File: src/rtl/multdiv_unit_if.sv
// Operand/command and result bundle for multdiv_unit.
// The requester drives the master side; the unit sits on the slave side.
interface multdiv_unit_if #(
  parameter int WIDTH = 32
);
  logic [WIDTH-1:0] data_operandA;
  logic [WIDTH-1:0] data_operandB;
  logic             ctrl_MULT;
  logic             ctrl_DIV;
  logic             ctrl_REM;
  logic             op_signed;
  logic [WIDTH-1:0] data_result;
  logic             data_exception;
  logic             data_resultRDY;
  logic             busy;

  modport master (
    output data_operandA, data_operandB, ctrl_MULT, ctrl_DIV, ctrl_REM, op_signed,
    input  data_result, data_exception, data_resultRDY, busy
  );

  modport slave (
    input  data_operandA, data_operandB, ctrl_MULT, ctrl_DIV, ctrl_REM, op_signed,
    output data_result, data_exception, data_resultRDY, busy
  );
endinterface

File: src/rtl/multdiv_unit.sv
// Iterative multiply / divide unit: shift-add multiply and restoring divide on
// operand magnitudes, one bit per cycle, sign fix-up in a final cycle.
module multdiv_unit #(
  parameter int WIDTH = 32
) (
  input  logic              clock,
  input  logic              reset_n,
  multdiv_unit_if.slave     bus
);
  localparam int CW = $clog2(WIDTH + 1);
  localparam logic [WIDTH-1:0] MOST_NEG = {1'b1, {(WIDTH-1){1'b0}}};

  typedef enum logic [1:0] {IDLE, RUN, DONE} state_t;
  typedef enum logic [1:0] {OP_MUL, OP_DIV, OP_REM} op_t;

  state_t state, next_state;
  op_t    op, start_op;

  logic             start, last;
  logic [CW-1:0]    cnt;
  logic [WIDTH-1:0] hi, lo, addend;
  logic             sgn, neg_a, neg_b, div_zero, div_ovf;
  logic [WIDTH-1:0] result_q;
  logic             exc_q;

  logic [WIDTH-1:0]   mag_a, mag_b;
  logic [WIDTH:0]     mul_sum, div_shift;
  logic [WIDTH-1:0]   div_diff;
  logic               div_ge;
  logic [2*WIDTH-1:0] prod_mag, prod;
  logic [WIDTH-1:0]   fin_result;
  logic               fin_exc;

  assign start = bus.ctrl_MULT | bus.ctrl_DIV | bus.ctrl_REM;
  assign last  = (cnt == CW'(WIDTH));

  always_comb begin
    // NOTE: every always_comb output gets a default first so no path can infer a latch.
    start_op = OP_REM;
    if (bus.ctrl_MULT)     start_op = OP_MUL;
    else if (bus.ctrl_DIV) start_op = OP_DIV;
  end

  assign mag_a = (bus.op_signed && bus.data_operandA[WIDTH-1]) ? -bus.data_operandA
                                                               : bus.data_operandA;
  assign mag_b = (bus.op_signed && bus.data_operandB[WIDTH-1]) ? -bus.data_operandB
                                                               : bus.data_operandB;

  // A new start always wins, so it also aborts RUN and DONE.
  always_comb begin
    next_state = state;
    case (state)
      IDLE:    next_state = IDLE;
      RUN:     if (last) next_state = DONE;
      DONE:    next_state = IDLE;
      default: next_state = IDLE;
    endcase
    if (start) next_state = RUN;
  end

  always_ff @(posedge clock or negedge reset_n) begin
    // NOTE: sequential state is updated with non-blocking assignments only.
    if (!reset_n) state <= IDLE;
    else          state <= next_state;
  end

  // One iteration step: {hi,lo} is the product/multiplier pair or the
  // partial remainder/quotient pair, addend the multiplicand or divisor.
  assign mul_sum   = {1'b0, hi} + (lo[0] ? {1'b0, addend} : '0);
  assign div_shift = {hi, lo[WIDTH-1]};
  assign div_ge    = (div_shift >= {1'b0, addend});
  assign div_diff  = div_shift[WIDTH-1:0] - addend;

  assign prod_mag = {hi, lo};
  assign prod     = (neg_a ^ neg_b) ? -prod_mag : prod_mag;

  always_comb begin
    fin_result = '0;
    fin_exc    = 1'b0;
    case (op)
      OP_MUL: begin
        fin_result = prod[WIDTH-1:0];
        fin_exc    = sgn ? !((&prod[2*WIDTH-1:WIDTH-1]) || !(|prod[2*WIDTH-1:WIDTH-1]))
                         : (|prod[2*WIDTH-1:WIDTH]);
      end
      OP_DIV: begin
        if (div_zero) begin
          fin_exc = 1'b1;
        end else if (div_ovf) begin
          fin_result = MOST_NEG;
          fin_exc    = 1'b1;
        end else begin
          fin_result = (neg_a ^ neg_b) ? -lo : lo;
        end
      end
      default: begin
        if (div_zero) fin_exc    = 1'b1;
        else          fin_result = neg_a ? -hi : hi;
      end
    endcase
  end

  always_ff @(posedge clock or negedge reset_n) begin
    // NOTE: all datapath registers are reset; the unit has no memory arrays.
    if (!reset_n) begin
      op       <= OP_MUL;
      cnt      <= '0;
      hi       <= '0;
      lo       <= '0;
      addend   <= '0;
      sgn      <= 1'b0;
      neg_a    <= 1'b0;
      neg_b    <= 1'b0;
      div_zero <= 1'b0;
      div_ovf  <= 1'b0;
      result_q <= '0;
      exc_q    <= 1'b0;
    end else if (start) begin
      op       <= start_op;
      cnt      <= '0;
      hi       <= '0;
      sgn      <= bus.op_signed;
      neg_a    <= bus.op_signed & bus.data_operandA[WIDTH-1];
      neg_b    <= bus.op_signed & bus.data_operandB[WIDTH-1];
      div_zero <= (bus.data_operandB == '0);
      div_ovf  <= bus.op_signed && (bus.data_operandA == MOST_NEG) && (bus.data_operandB == '1);
      addend   <= (start_op == OP_MUL) ? mag_a : mag_b;
      lo       <= (start_op == OP_MUL) ? mag_b : mag_a;
    end else if (state == RUN) begin
      if (last) begin
        result_q <= fin_result;
        exc_q    <= fin_exc;
      end else begin
        cnt <= cnt + 1'b1;
        if (op == OP_MUL) begin
          hi <= mul_sum[WIDTH:1];
          lo <= {mul_sum[0], lo[WIDTH-1:1]};
        end else begin
          hi <= div_ge ? div_diff : div_shift[WIDTH-1:0];
          lo <= {lo[WIDTH-2:0], div_ge};
        end
      end
    end
  end

  assign bus.data_result    = result_q;
  assign bus.data_exception = exc_q;
  assign bus.data_resultRDY = (state == DONE);
  assign bus.busy           = (state != IDLE);
endmodule

File: src/flat_wrapper.sv
// flat-port wrapper written by rule: the top's interface ports become plain ports
module multdiv_unit_flat 
#(
  parameter int WIDTH = 32
)
  (clock, reset_n, bus_data_operandA, bus_data_operandB, bus_ctrl_MULT, bus_ctrl_DIV, bus_ctrl_REM, bus_op_signed, bus_data_result, bus_data_exception, bus_data_resultRDY, bus_busy);
  multdiv_unit_if #(.WIDTH(WIDTH)) bus_i ();
  input  logic clock;
  input  logic reset_n;
  input wire logic [$bits(bus_i.data_operandA)-1:0] bus_data_operandA;
  input wire logic [$bits(bus_i.data_operandB)-1:0] bus_data_operandB;
  input wire logic [$bits(bus_i.ctrl_MULT)-1:0] bus_ctrl_MULT;
  input wire logic [$bits(bus_i.ctrl_DIV)-1:0] bus_ctrl_DIV;
  input wire logic [$bits(bus_i.ctrl_REM)-1:0] bus_ctrl_REM;
  input wire logic [$bits(bus_i.op_signed)-1:0] bus_op_signed;
  output wire logic [$bits(bus_i.data_result)-1:0] bus_data_result;
  output wire logic [$bits(bus_i.data_exception)-1:0] bus_data_exception;
  output wire logic [$bits(bus_i.data_resultRDY)-1:0] bus_data_resultRDY;
  output wire logic [$bits(bus_i.busy)-1:0] bus_busy;
  assign bus_i.data_operandA = bus_data_operandA;
  assign bus_i.data_operandB = bus_data_operandB;
  assign bus_i.ctrl_MULT = bus_ctrl_MULT;
  assign bus_i.ctrl_DIV = bus_ctrl_DIV;
  assign bus_i.ctrl_REM = bus_ctrl_REM;
  assign bus_i.op_signed = bus_op_signed;
  assign bus_data_result = bus_i.data_result;
  assign bus_data_exception = bus_i.data_exception;
  assign bus_data_resultRDY = bus_i.data_resultRDY;
  assign bus_busy = bus_i.busy;
  multdiv_unit #(.WIDTH(WIDTH)) u_core (.clock(clock), .reset_n(reset_n), .bus(bus_i));
endmodule
File: config.mk
export PLATFORM = sky130hd
export DESIGN_NAME = multdiv_unit_flat
export DESIGN_NICKNAME = d
export VERILOG_FILES = /design/src/rtl/multdiv_unit_if.sv /design/src/rtl/multdiv_unit.sv /design/src/flat_wrapper.sv
export SDC_FILE = /design/constraint.sdc
export NUM_CORES = 1
export LEC_CHECK = 0
export ABC_AREA = 0
export CORE_ASPECT_RATIO = 0.9
export CORE_UTILIZATION = 60
export CTS_CLUSTER_DIAMETER = 40
export DETAILED_ROUTE_END_ITERATION = 10
export PLACE_DENSITY = 0.83
export REMOVE_ABC_BUFFERS = 1
export SLEW_MARGIN = 10
export SYNTH_ARGS = -nofsm -noshare
export SYNTH_HDL_FRONTEND = slang
export SYNTH_SLANG_ARGS = --single-unit
File: constraint.sdc
create_clock -name clock -period 5.7 [get_ports clock]
set_clock_uncertainty 0.2 [all_clocks]
set_input_delay 1.14 -clock clock [delete_from_list [all_inputs] [get_ports clock]]
set_output_delay 1.14 -clock clock [all_outputs]
set_load 0.02 [all_outputs]
==> flow_metrics.env <==
export IMPL_status="completed"
export IMPL_drc=0
export IMPL_cts_inserted_buffers=17
export IMPL_powerDensity_mw_per_mm2=225.3
export IMPL_root_buffer="clkbuf_16"
export IMPL_die_w_um=167.3
export IMPL_grt_pass1_vias=14600
export IMPL_post_route_min_period_ps=4445
export IMPL_leakage_nw=7.014
export IMPL_peakVddDrop_mv=0.2447
export IMPL_async_reset_ff_share_pct=100.0
export IMPL_cts_num_sinks=144
export IMPL_drive_gt1_share_pct=4.783
export IMPL_arrival_ps=4580
export IMPL_design_area_mm2=0.01656
export IMPL_ys_seq_area_share_pct=24.43
export IMPL_ioPinCount=105
export IMPL_fp_row_count=54
export IMPL_drv_cap=0
export IMPL_clk_path_buf_depth=2
export IMPL_setup_viol=0
export IMPL_drt_first_pass_iters=8
export IMPL_worstSetupEndpointType="flip-flop"
export IMPL_fillCellCount=2099
export IMPL_yosys_area_top_type_share_pct=24.43
export IMPL_fp_dieArea_mm2=0.02521
export IMPL_io_buffers=104
export IMPL_cts_max_level=4
export IMPL_antenna_found_initial=0
export IMPL_worst_slew_margin_rel_pct=32.31
export IMPL_yosysWarnings=0
export IMPL_postRouteWirelength_mm=53.83
export IMPL_hold_buffers=0
export IMPL_fin_util_pct=68.45
export IMPL_drt_iter0_drc=2150
export IMPL_seqCellArea_mm2=0.003603
export IMPL_cp_max_fo=17
export IMPL_die_h_um=150.7
export IMPL_fmax_mhz=225.0
export IMPL_synthCells=2018
export IMPL_hold_viol_final=0
export IMPL_fin_crit_sh_pct=77.98
export IMPL_min_path_type="flip-flop to flip-flop"
export IMPL_setup_ws_ps=1255
export IMPL_tightest_slew_ps=1015
export IMPL_syn2layout_area_growth_pct=12.25
export IMPL_post_dp_hpwl_mm=40.05
export IMPL_tritoncts="yes"
export IMPL_start_util_pct=60.98
export IMPL_worst_setup_path_type="flip-flop to flip-flop"
export IMPL_placed_area_mm2=0.01593
export IMPL_synth_cell_type_count=71
export IMPL_ys_flop_type="dfrtp_1"
export IMPL_cts_resized=0
export IMPL_fin_hold_ws_ps=290.2
export IMPL_grt_max_degree=75
export IMPL_synth_seq_cells=144
export IMPL_synth_edf_count=0
export IMPL_ys_top_cells_by_area="dfrtp_1 24%, a21oi_1 8.9%, xnor2_1 6.9%"
export IMPL_coreArea_mm2=0.02419
export IMPL_syn_area_mm2=0.01475
export IMPL_gr_total_overflow=0
export IMPL_worstPathRequired_ps=5840
export IMPL_startpoint_type="flip-flop"
export IMPL_gp_congestion=0.9950
export IMPL_place_ws_ps=1138
export IMPL_via_per_inst=6.833
export IMPL_routedWlPerCell_um=22.84
export IMPL_clk_latency_ps=450
export IMPL_antenna_diode_count=0
export IMPL_gr_usage_all_layers_pct=42.82
export IMPL_multi_input_comb_area_mm2=0.01036
export IMPL_post_cts_buffers=0
export IMPL_grt_pass1_wl_mm=82.50
export IMPL_syn_area_per_cell_um2=7.309
export IMPL_rsz0062_at_grt="no"
export IMPL_ant_nets=0
export IMPL_maxSlewViolCount=0
export IMPL_layout_nets=2179
export IMPL_synth_largest_area_cell="dfrtp_1"
export IMPL_clk_pin_slew_ps=70
export IMPL_vias=16110
## cells in the final DEF, fill, tap and decap left out, drive strengths merged, types with 27 or more instances in the layout
cell type | synthesis | final
buf | 25 | 37
nand3 | 44 | 44
nor2 | 215 | 215
clkdlybuf4s50 | 0 | 102
inv | 74 | 78
nor3 | 56 | 56
nor4 | 28 | 28
mux2i | 41 | 41
xnor2 | 116 | 116
o21ai | 109 | 109
a22oi | 27 | 27
o31ai | 28 | 28
dfrtp | 144 | 144
xor2 | 73 | 73
a21oi | 263 | 263
ha | 71 | 71
nand2 | 239 | 239
## Yosys cell counts, types with 16 or more instances
library cell and n:
nor4_1 27, xnor2_1 116, dfrtp_1 144, nor3_1 56, o21ai_0 109, a31oi_1 17
nor2_1 215, o221ai_1 16, o21a_1 24, nand2_1 238, a21oi_1 263, mux2i_1 41
xor2_1 73, inv_1 74, o31ai_1 28, clkbuf_1 114, buf_1 19, nand4_1 25
a211oi_1 16, a21o_1 25, ha_1 71, a22oi_1 27, nand3_1 44
## power breakdown
| group | switching, mW | total (mW) | internal [mW] |
|---|---|---|---|
| registers | 0.132 | 1.22 | 1.09 |
| logic | 0.801 | 1.28 | 0.480 |
| clock network | 0.505 | 1.23 | 0.721 |
| total | 1.44 | 3.73 | 2.29 |
## stage by stage
stage | total power [mW] | TNS (ps) | cells
2_1_floorplan | 2.024 | -342260 | 1878
5_1_grt | 3.877 | 0 | 2357
3_3_place_gp | 2.444 | 0 | 2325
4_1_cts | 3.681 | 0 | 2357
3_5_place_dp | 2.467 | 0 | 2325
6_report | 3.731 | 0 | 2357
## worst max-delay path, cell delays in order, from the launching register on
cell and delay [ps]:
dfrtp_1 570, ha_1 470, o21a_1 140, o31a_1 210, o21ai_0 140, buf_4 180, o41ai_1 590, nor2_1 150
a21o_1 280, a21oi_2 270, buf_4 270, buf_4 300, mux2i_1 210, a21oi_1 90, a31o_2 250
## cell type report
cell class | instances | share of cell area (%)
clock buffer | 19 | 2.736
clock inverter | 13 | 1.058
inverter | 75 | 1.700
multi-input combinational | 1659 | 62.56
sequential | 144 | 21.77
tap | 308 | 2.328
timing repair buffer | 139 | 7.852
## kinds of logic after synthesis
family | synth area share (%)
flip-flops | 24.43
buffers and inverters | 5.599
XOR/XNOR | 11.22
AO/OA/AOI/OAI | 26.67
AND/OR/NAND/NOR | 22.62
multiplexers | 3.164
adder cells (fa/ha/maj) | 6.295
## state kept, by name, indices dropped and copies added (netlist names)
name,cells
u_core.cnt,6
u_core.div_zero,1
u_core.neg_b,1
u_core.hi,32
u_core.op,2
u_core.div_ovf,1
u_core.bus.data_result,32
u_core.neg_a,1
u_core.bus.data_exception,1
u_core.state,2
u_core.lo,32
u_core.addend,32
u_core.sgn,1
## metal layers
layer / routed length [um] / track usage, %
met5: 0 / 0
met4: 2861 / 23.17
met3: 5928 / 8.544
met2: 23730 / 66.23
met1: 21310 / 56.61
## worst paths after layout
| kind | startpoint | end | slack, ps | cells past startpoint |
|---|---|---|---|---|
| worst max-delay path | u_core.hi[2] | u_core.hi[14] | 1260 | 14 |
| worst min-delay path | u_core.bus.data_result[15] | u_core.bus.data_result[15] | 290 | 1 |
| worst max register to register | u_core.hi[2] | u_core.hi[14] | 1260 | 14 |
| worst min register to register | u_core.bus.data_result[15] | u_core.bus.data_result[15] | 290 | 1 |
| max in group asynchronous | reset_n | u_core.addend[13] | 3660 | 2 |
| min in group asynchronous | reset_n | u_core.cnt[5] | 450 | 1 |
(Power assumes the default switching activity.)
